File: src/rtl/lc3_trace_pkg.sv
`default_nettype none
// ============================================================================
// Package     : lc3_trace_pkg
// Description : Shared constants, record field layout and FSM encoding for
//               the lc3 per-instruction trace recorder.
//               Optional macro LC3_TRACE_TIMESTAMP_EN widens the record with
//               a 32-bit close-edge cycle stamp.
// Revision    : 1.0 - initial release
// ============================================================================
package lc3_trace_pkg;

    localparam logic [5:0]  FETCH_STATE_DEF = 6'd18;
    localparam logic [15:0] HALT_IR_DEF     = 16'hFFFF;

    // Record field offsets (LSB position) and widths
    localparam int MEMDATA_LSB = 0;
    localparam int MEMADDR_LSB = 16;
    localparam int MEMWE_BIT   = 32;
    localparam int REGDATA_LSB = 33;
    localparam int REGWE_BIT   = 49;
    localparam int IR_LSB      = 50;
    localparam int PC_LSB      = 66;
    localparam int WORD_W      = 16;
    localparam int BASE_W      = 82;
    localparam int TS_LSB      = 82;
    localparam int TS_W        = 32;

`ifdef LC3_TRACE_TIMESTAMP_EN
    localparam int REC_W = BASE_W + TS_W;
`else
    localparam int REC_W = BASE_W;
`endif

    typedef enum logic [1:0] {
        S_IDLE = 2'd0,
        S_OPEN = 2'd1,
        S_HALT = 2'd2
    } trace_state_t;

endpackage
`default_nettype wire

File: src/rtl/trace_fifo.sv
`default_nettype none
// ============================================================================
// Module      : trace_fifo
// Description : First-word fall-through FIFO. The head entry is presented on
//               data_o whenever the FIFO is non-empty (zero otherwise). A push
//               into a full FIFO is taken only if a pop happens on the same
//               edge; a pop from an empty FIFO is ignored.
// Revision    : 1.0 - initial release
// ============================================================================
module trace_fifo #(
    parameter int WIDTH = 82,
    parameter int DEPTH = 16
) (
    input  logic                     clk,
    input  logic                     reset,
    input  logic                     push_i,
    input  logic [WIDTH-1:0]         data_i,
    input  logic                     pop_i,
    output logic [WIDTH-1:0]         data_o,
    output logic                     full_o,
    output logic                     empty_o,
    output logic [$clog2(DEPTH):0]   count_o
);
    localparam int AW = $clog2(DEPTH);

    logic [WIDTH-1:0] mem_q [DEPTH];
    logic [AW-1:0]    wr_q, wr_d;
    logic [AW-1:0]    rd_q, rd_d;
    logic [AW:0]      count_q, count_d;
    logic             do_push;
    logic             do_pop;

    assign full_o  = (count_q == (AW+1)'(DEPTH));
    assign empty_o = (count_q == '0);
    assign count_o = count_q;
    assign data_o  = empty_o ? '0 : mem_q[rd_q];

    // Accepted operations and next pointer/count values
    always_comb begin
        do_push = push_i && (!full_o || pop_i);
        do_pop  = pop_i && !empty_o;
        wr_d    = do_push ? wr_q + AW'(1) : wr_q;
        rd_d    = do_pop  ? rd_q + AW'(1) : rd_q;
        count_d = count_q;
        if (do_push && !do_pop) begin
            count_d = count_q + (AW+1)'(1);
        end else if (!do_push && do_pop) begin
            count_d = count_q - (AW+1)'(1);
        end
    end

    // Storage array; contents are don't-care while the count says empty
    always_ff @(posedge clk) begin
        if (do_push) begin
            mem_q[wr_q] <= data_i;
        end
    end

    // Pointer and occupancy registers
    always_ff @(posedge clk or posedge reset) begin
        if (reset) begin
            wr_q    <= '0;
            rd_q    <= '0;
            count_q <= '0;
        end else begin
            wr_q    <= wr_d;
            rd_q    <= rd_d;
            count_q <= count_d;
        end
    end

endmodule
`default_nettype wire

File: src/rtl/lc3_trace_capture.sv
`default_nettype none
// ============================================================================
// Module      : lc3_trace_capture
// Description : Per-instruction trace recorder for the lc3 core. Opens a
//               record at the fetch state, accumulates the last register and
//               memory write of the instruction, and pushes the record into a
//               FWFT FIFO when the controller returns to fetch. Retiring
//               HALT_IR stops capture until reset.
//               Optional macro LC3_TRACE_TIMESTAMP_EN appends a 32-bit
//               free-running cycle count as bits [113:82].
// Revision    : 1.0 - initial release
// ============================================================================
module lc3_trace_capture
    import lc3_trace_pkg::*;
#(
    parameter int          DEPTH       = 16,
    parameter logic [5:0]  FETCH_STATE = FETCH_STATE_DEF,
    parameter logic [15:0] HALT_IR     = HALT_IR_DEF
) (
    input  logic                   clk,
    input  logic                   reset,
    input  logic [5:0]             currentState,
    input  logic [5:0]             nextState,
    input  logic [15:0]            pc,
    input  logic [15:0]            instruction,
    input  logic [15:0]            dataBus,
    input  logic [15:0]            mar,
    input  logic [15:0]            mdr,
    input  logic                   ldReg,
    input  logic                   rw,
    output logic [REC_W-1:0]       recData,
    output logic                   recValid,
    input  logic                   recReady,
    output logic                   overflow,
    output logic                   halted,
    output logic [$clog2(DEPTH):0] level
);
    trace_state_t state_q, state_d;
    logic [15:0]  recPC_q, recPC_d;
    logic         regWe_q, regWe_d;
    logic [15:0]  regData_q, regData_d;
    logic         memWe_q, memWe_d;
    logic [15:0]  memAddr_q, memAddr_d;
    logic [15:0]  memData_q, memData_d;
    logic         overflow_q, overflow_d;
    logic         push;
    logic         pop;
    logic         fifo_full;
    logic         fifo_empty;
    logic [REC_W-1:0] rec;

`ifdef LC3_TRACE_TIMESTAMP_EN
    logic [TS_W-1:0] ts_q;

    // Free-running cycle stamp, captured into the record at the close edge
    always_ff @(posedge clk or posedge reset) begin
        if (reset) begin
            ts_q <= '0;
        end else begin
            ts_q <= ts_q + TS_W'(1);
        end
    end
`endif

    assign pop      = !fifo_empty && recReady;
    assign recValid = !fifo_empty;
    assign overflow = overflow_q;
    assign halted   = (state_q == S_HALT);

    // Capture FSM: open at fetch, accumulate strobes, close on return to fetch
    always_comb begin
        state_d    = state_q;
        recPC_d    = recPC_q;
        regWe_d    = regWe_q;
        regData_d  = regData_q;
        memWe_d    = memWe_q;
        memAddr_d  = memAddr_q;
        memData_d  = memData_q;
        push       = 1'b0;
        rec        = '0;
        case (state_q)
            S_IDLE: begin
                if (currentState == FETCH_STATE) begin
                    recPC_d   = pc;
                    regWe_d   = 1'b0;
                    regData_d = '0;
                    memWe_d   = 1'b0;
                    memAddr_d = '0;
                    memData_d = '0;
                    state_d   = S_OPEN;
                end
            end
            S_OPEN: begin
                // Strobes of the closing cycle still land in this record
                if (ldReg) begin
                    regWe_d   = 1'b1;
                    regData_d = dataBus;
                end
                if (rw) begin
                    memWe_d   = 1'b1;
                    memAddr_d = mar;
                    memData_d = mdr;
                end
                rec[BASE_W-1:0] = {recPC_q, instruction, regWe_d, regData_d,
                                   memWe_d, memAddr_d, memData_d};
`ifdef LC3_TRACE_TIMESTAMP_EN
                rec[TS_LSB +: TS_W] = ts_q;
`endif
                if ((nextState == FETCH_STATE) && (currentState != FETCH_STATE)) begin
                    if (instruction == HALT_IR) begin
                        state_d = S_HALT;
                    end else begin
                        push    = 1'b1;
                        state_d = S_IDLE;
                    end
                    regWe_d   = 1'b0;
                    regData_d = '0;
                    memWe_d   = 1'b0;
                    memAddr_d = '0;
                    memData_d = '0;
                end
            end
            S_HALT: begin
                state_d = S_HALT;
            end
            default: begin
                state_d = S_IDLE;
            end
        endcase
        // A full FIFO that is not popping on this edge loses the record
        overflow_d = overflow_q | (push && fifo_full && !pop);
    end

    // Capture state, accumulators and sticky overflow
    always_ff @(posedge clk or posedge reset) begin
        if (reset) begin
            state_q    <= S_IDLE;
            recPC_q    <= '0;
            regWe_q    <= 1'b0;
            regData_q  <= '0;
            memWe_q    <= 1'b0;
            memAddr_q  <= '0;
            memData_q  <= '0;
            overflow_q <= 1'b0;
        end else begin
            state_q    <= state_d;
            recPC_q    <= recPC_d;
            regWe_q    <= regWe_d;
            regData_q  <= regData_d;
            memWe_q    <= memWe_d;
            memAddr_q  <= memAddr_d;
            memData_q  <= memData_d;
            overflow_q <= overflow_d;
        end
    end

    trace_fifo #(
        .WIDTH (REC_W),
        .DEPTH (DEPTH)
    ) u_fifo (
        .clk     (clk),
        .reset   (reset),
        .push_i  (push),
        .data_i  (rec),
        .pop_i   (pop),
        .data_o  (recData),
        .full_o  (fifo_full),
        .empty_o (fifo_empty),
        .count_o (level)
    );

endmodule
`default_nettype wire

File: config.mk
export PLATFORM = sky130hd
export DESIGN_NAME = lc3_trace_capture
export DESIGN_NICKNAME = d
export VERILOG_FILES = /design/src/rtl/lc3_trace_pkg.sv /design/src/rtl/trace_fifo.sv /design/src/rtl/lc3_trace_capture.sv
export SDC_FILE = /design/constraint.sdc
export NUM_CORES = 1
export LEC_CHECK = 0
export BUFFER_PORTS_ARGS = -buffer_cell sky130_fd_sc_hd__buf_2
export CAP_MARGIN = 20
export CORE_ASPECT_RATIO = 2
export CORE_UTILIZATION = 47
export CTS_BUF_LIST = sky130_fd_sc_hd__clkbuf_4
export DETAILED_ROUTE_END_ITERATION = 16
export PLACE_DENSITY = 0.64
export SYNTH_ARGS = -nofsm -noshare
export SYNTH_HDL_FRONTEND = slang
export SYNTH_SLANG_ARGS = --single-unit
export TNS_END_PERCENT = 1
File: constraint.sdc
create_clock -name clk -period 10.86 [get_ports clk]
set_input_delay 1.086 -clock clk [delete_from_list [all_inputs] [get_ports clk]]
set_output_delay 1.086 -clock clk [all_outputs]
set_load 0.005 [all_outputs]
# Yosys cells after proc, flatten, opt, wreduce, memory -nomap -nowiden
# Memories as Yosys holds them, arrays and structs flattened.
# Index checks and enable logic that the tools add are counted.
# word_totals
out_inout_bits	90
memories	1
word_cells	77
ramBits	1312
regBits	82
in_bits	97
# memory_table
name	depth	width	read_ports	rd_ports_with_merged_regs	wr	line	source
u_fifo.mem_q	16	82	1	0	1	trace_fifo.sv:26	logic [WIDTH-1:0] mem_q [DEPTH];
# classes
n_reduce_logical	21
n_addsub	4
eq_ne	9
bitwise_logic	1
muxes	30
# op_table
operator	count
$mux 82	2
$mux 16	7
$pmux 16 s2	3
$eq 16x16->1 const B	1
$eq 6x5->1 const B	2
$mux 1	10
$mux 5	2
$add 4x1->4 const B	2
$logic_and 1x1->1	8
$mux 2	3
$ne 6x5->1 const B	1
$pmux 2 s3	1
$reduce_and 2->1	3
$add 5x1->5 const B	1
$eq 5x5->1 const B	1
$logic_not 1->1	5
$logic_not 5->1	1
$sub 5x1->5 const B	1
$ne 2x2->1 const B	2
$pmux 1 s2	2
$reduce_bool 2->1	2
$eq 2x1->1 const B	1
$eq 2x2->1 const B	1
$logic_not 2->1	1
other kinds (2)	2

# Depth between registers and ports, before layout
# logic_depth
depth_word	9
depth_mapped	12

# Modules after synthesis
# Synthesis repeated with hierarchy kept, for this count alone.
# unflattened
cells_unflattened	2424
area_unflattened_um2	54095.6
# by_module_without_submodules
mod	n_inst	area_each_um2	cells_each	seq_area_each_um2
trace_fifo	1	50548.5	2101	39723.1
lc3_trace_capture	1	3547.2	323	1726.7

# Least setup slack after synthesis
# No wires, ideal clock.
# synth_path
kind	input to register
from	input port nextState[0]
to	memory u_fifo.mem_q[3][0], enable pin
stages	5
arrival_ns	9.893
slack_ns	0.243
path_cell_list	nor4b_2 o311ai_1 or4_1 buf_4 nor4_1
# synth_between
elab_chain_len	7
# synth_lines
item	line	source
start, declared	lc3_trace_capture.sv:23	input logic [5:0] nextState,
$eq 6x5->1	lc3_trace_capture.sv:109	if ((nextState == FETCH_STATE) && (currentState != FETCH_STATE)) begin
$logic_and 1x1->1	lc3_trace_capture.sv:109	
$mux 1	lc3_trace_capture.sv:109	
$mux 1	lc3_trace_capture.sv:81	case (state_q)
$logic_and 1x1->1	trace_fifo.sv:40	do_push = push_i && (!full_o || pop_i);
$mux 1	trace_fifo.sv:54	if (do_push) begin
$mux 1 (implied by the code)	trace_fifo.sv:55	mem_q[wr_q] <= data_i;
end, declared	trace_fifo.sv:26	
# No other way between the ends.

# Worst setup path in the final report
# layout_path
from	register u_fifo.count_q[2] (netlist: u_fifo.count_o[2])
to	output port recData[43]
# layout_between
elab_chain_len	2
# layout_lines
item	line	source
start, declared	trace_fifo.sv:29	logic [AW:0] count_q, count_d;
start signal, assigned	trace_fifo.sv:68	count_q <= count_d;
$logic_not 5->1	trace_fifo.sv:34	assign empty_o = (count_q == '0);
$mux 82	trace_fifo.sv:36	assign data_o = empty_o ? '0 : mem_q[rd_q];
end, declared	lc3_trace_capture.sv:31	output logic [REC_W-1:0] recData,
# No other way between the ends.

==> results by group <==
Outcome
  • Outcome: complete, no violations

Place
  • Dpl hpwl: approximately 66 mm
  • Pre-CTS setup slack: about 5.7 ns
  • Gpl congestion: 0.751
  • Post-placement cell count: approximately 4000
  • Placed Area: 56600 um^2
  • Port Buffers: 186

GRT
  • First-pass GRT wire length: 188 mm
  • Number of global-route vias before repair: 28700
  • Largest net degree at the start of global routing: approximately 180
  • Initial antenna violation count: 17
  • Tot GR Track Use: ~23%
  • GRT overflow: 0

Detailed routing
  • # DRC: 0
  • Iteration-0 DRC count of the detailed router: 2141
  • Pre-antenna DRT Iters: 5
  • Antenna viol nets, final: 0
  • Wirelength per Cell: 28.2 um
  • Via-per-instance ratio: 5.83
  • Via count: 26700
  • Drt total wl: approximately 130 mm

Min path
  • HP Start: pc[8]
  • Hold-critical path endpoint: recPC_q[8]
  • Hold WC Path Type: in2reg
  • Hold Crit Depth: 2

Synthesis
  • Compound-Gate Fraction of Synth Area: 1.92%
  • Ys flop type: edfxtp_1
  • Mapped Cells: between 2000 and 2500
  • #FFs+latches synth: 1394
  • Sequential fraction of the synthesis area: around 77%
  • Mux cell area share after synthesis: 18.1%
  • Post-Syn Area: 53800 um^2
  • Post-synth EDFFs: approximately 1300
  • Adder-Cell Fraction of Synth Area: less than 1%
  • Warnings, synthesis: 0
  • Asr flop ratio synth: 5.88%
  • Mapped Avg Cell Area: 22.3 um^2
  • Post-synth net total: between 2000 and 3000
  • Count of different cell masters after synthesis: 40
  • XOR/XNOR share of the synthesized area: 0.163%
  • Synth Area in Simple Gates: between 1 and 1.5%
  • Largest family of logic cells by synthesized area: multiplexers

Worst setup path
  • Max incr delay on CP: 0.84 ns
  • Slowest CP cell: buf_4
  • Required time worst endpoint: 9.77 ns
  • R2R cell count: 5
  • Worst R2R End: u_fifo.mem_q[0][3]
  • RR Startpoint: state_q[1]
  • Kind of critical path: reg2out
  • Buffer and inverter count on the worst path: 2
  • CP Cell Sequence: or4_4, or2_1, nand2b_4, buf_4, o22ai_1, buf_2
  • Crit start category: register
  • Reg2Reg Setup Slack: around 7.1 ns
  • Endpoint class of the critical path: primary output
  • CP Max Fanout: 47
  • Arrival @ worst endpoint: between 4 and 5 ns
  • CP top delay family: simple AND/OR/NAND/NOR gates

Timing
  • Final worst path period need: 5.70 ns
  • Worst slew pin tran: around 1.2 ns
  • Tcrit/Tclk final: a little over half
  • Setup tns final: 0 ns
  • Clk_skew: 0.0853 ns
  • Fin. max-slew vios: 0
  • Hold Vio Cnt, Final: 0
  • Worst setup margin: between 5 and 6 ns
  • FMAX: between 0.15 and 0.2 GHz
  • Endpoints failing setup: 0
  • Final hold slack: approximately 0.16 ns
  • Max-slew headroom: roughly 17%
  • RSZ-0062 raised after global routing: false

Die
  • Die area: 116000 um^2
  • Initial core utilization: 47.4%
  • IO Count: about 190
  • Floorplan row count: about 180
  • Die H: 481 um
  • Core area: 114000 um^2
  • DIE WIDTH: 241 um

Pwr
  • P_leak: 0.0207 uW
  • P_sw: 4330 uW
  • Max VDD drop: 0.247 mV
  • Int Pwr: 10100 uW
  • Switching Share: 30.1%
  • Combinational Power Share: roughly 29%
  • Clock share of power: 27.2%
  • Seq pwr share: about 44%
  • Power density over cell area: around 240 nW/um^2

Run
  • Max cap viols: 0

Clock tree
  • Max Buffers Root-to-Sink: 4
  • Root Driver: clkbuf_4
  • CTS Sinks: roughly 1400
  • TritonCTS clock tree: done
  • CTS clk-pin slew, worst paths: roughly 0.070 ns
  • Clock Latency Late Sink: 1.23 ns
  • CTS Buf Count: 311
  • CTS H-tree depth: 5
  • Post-CTS Resized: 0

Final layout
  • Layout cells sized above 1: 36.6%
  • Final instance area: 60600 um^2
  • Post-Layout Cell Count: approximately 4600
  • Synthesis-to-finish area growth: 12.7%
  • Nets: a little under 3000
==> synth_stat cells, drive strengths merged, types with 2 or more instances <==
master / n / share of area, %
a22o: 50 / 0.81
inv: 9 / 0.063
buf: 84 / 0.80
edfxtp: 1312 / 73
o21ai: 3 / 0.028
nor2: 57 / 0.40
nand2b: 7 / 0.081
nand2: 6 / 0.047
nor4: 7 / 0.081
mux2i: 213 / 4.0
nand3: 2 / 0.019
dfrtp: 82 / 3.8
o22ai: 82 / 0.95
nor3: 14 / 0.13
a21o: 4 / 0.056
or4: 2 / 0.035
nand4: 4 / 0.046
mux4: 328 / 14
ha: 9 / 0.21
a21oi: 2 / 0.019
mux2: 19 / 0.40
xor2: 3 / 0.049
clkbuf: 59 / 0.41
xnor2: 7 / 0.11
or2: 2 / 0.023
nor2b: 4 / 0.046
and2: 32 / 0.37
==> sequential cells by signal, indices dropped and copies added, names as in the netlist <==
name and count:
u_fifo.mem_q 1312, memAddr_q 16, memData_q 16, recPC_q 16, regData_q 16, u_fifo.count_o 5
u_fifo.rd_q 4, u_fifo.wr_q 4, state_q 2, memWe_q 1, overflow 1, regWe_q 1
==> cell usage in the layout, fill, tap and decap left out, types with 9 or more instances in the layout <==
master    netlist  layout
diode_2         0      16
edfxtp_1     1312    1312
mux4_2        328     328
buf_2          55     186
nor2_1         57      57
mux2_2         19      19
dfrtp_1        82      79
buf_4          10      67
clkbuf_4        0     464
a22o_1         50      50
ha_1            9       9
and2_1         32      32
clkinv_2        0      20
nor3_2          0      12
o22ai_1        82      82
clkinv_1        0      51
mux2i_1       213     213
==> metal layers <==
layer	track usage (%)	wire (um)	vias up
met4	6.86	2710	12
met1	29.2	50800	14300
met5	0	80	-
met2	38.5	67000	1022
li1	-	-	11200
met3	5.43	8440	211
==> power groups by stage <==
stage	Clock [uW]	Sequential, uW	Combinational, uW
2_1_floorplan	0	6350	2910
3_3_place_gp	0	6510	4070
3_5_place_dp	0	6520	4140
4_1_cts	4030	6400	4150
5_1_grt	4280	6360	4440
6_report	3920	6350	4120
==> cell type report <==
class                           instances  area, um^2
Tap cell                             1504        1880
Multi-Input combinational cell        863       11800
Fill cell                            8854       53000
Timing Repair Buffer                  262        1590
Clock inverter                         74         329
Antenna cell                           16        40.0
Sequential cell                      1394       41500
Clock buffer                          464        3480
Inverter                                9        36.3
==> how the worst max path moves through the flow <==
stage,slack (ns),cells after the start,start,endpoint
after CTS,4.52,6,u_fifo.rd_q[0],recData[37]
after detailed placement,5.74,8,nextState[0],u_fifo.mem_q[0][3]
after floorplan,0.24,5,nextState[0],u_fifo.mem_q[3][0]
final,5.16,6,u_fifo.count_o[2],recData[43]
after global routing,4.96,6,u_fifo.count_o[2],recData[43]
after global placement,5.90,8,nextState[0],u_fifo.mem_q[0][3]
==> kinds of logic after synthesis <==
kind of cell,Yosys count
xor gates and xnor gates,10
muxes,560
buffers and inverters,152
DFF,1394
and+or+nand+nor,139
AOI/OAI and AO/OA,144
adders and majority gates,10
==> what timing repair did <==
action,CTS,global route
buffers inserted,0,0
hold buffers,4,0
endpoints found under the hold margin,34,0
==> stage by stage <==
| stage | total power (uW) | utilization, % |
|---|---|---|
| floorplan | 9260 | - |
| global placement | 10600 | 49.8 |
| detailed placement | 10700 | 49.8 |
| CTS | 14600 | 53.2 |
| global route | 15100 | 53.4 |
| finish | 14400 | 53.4 |
Power figures use the tool's default switching activity.
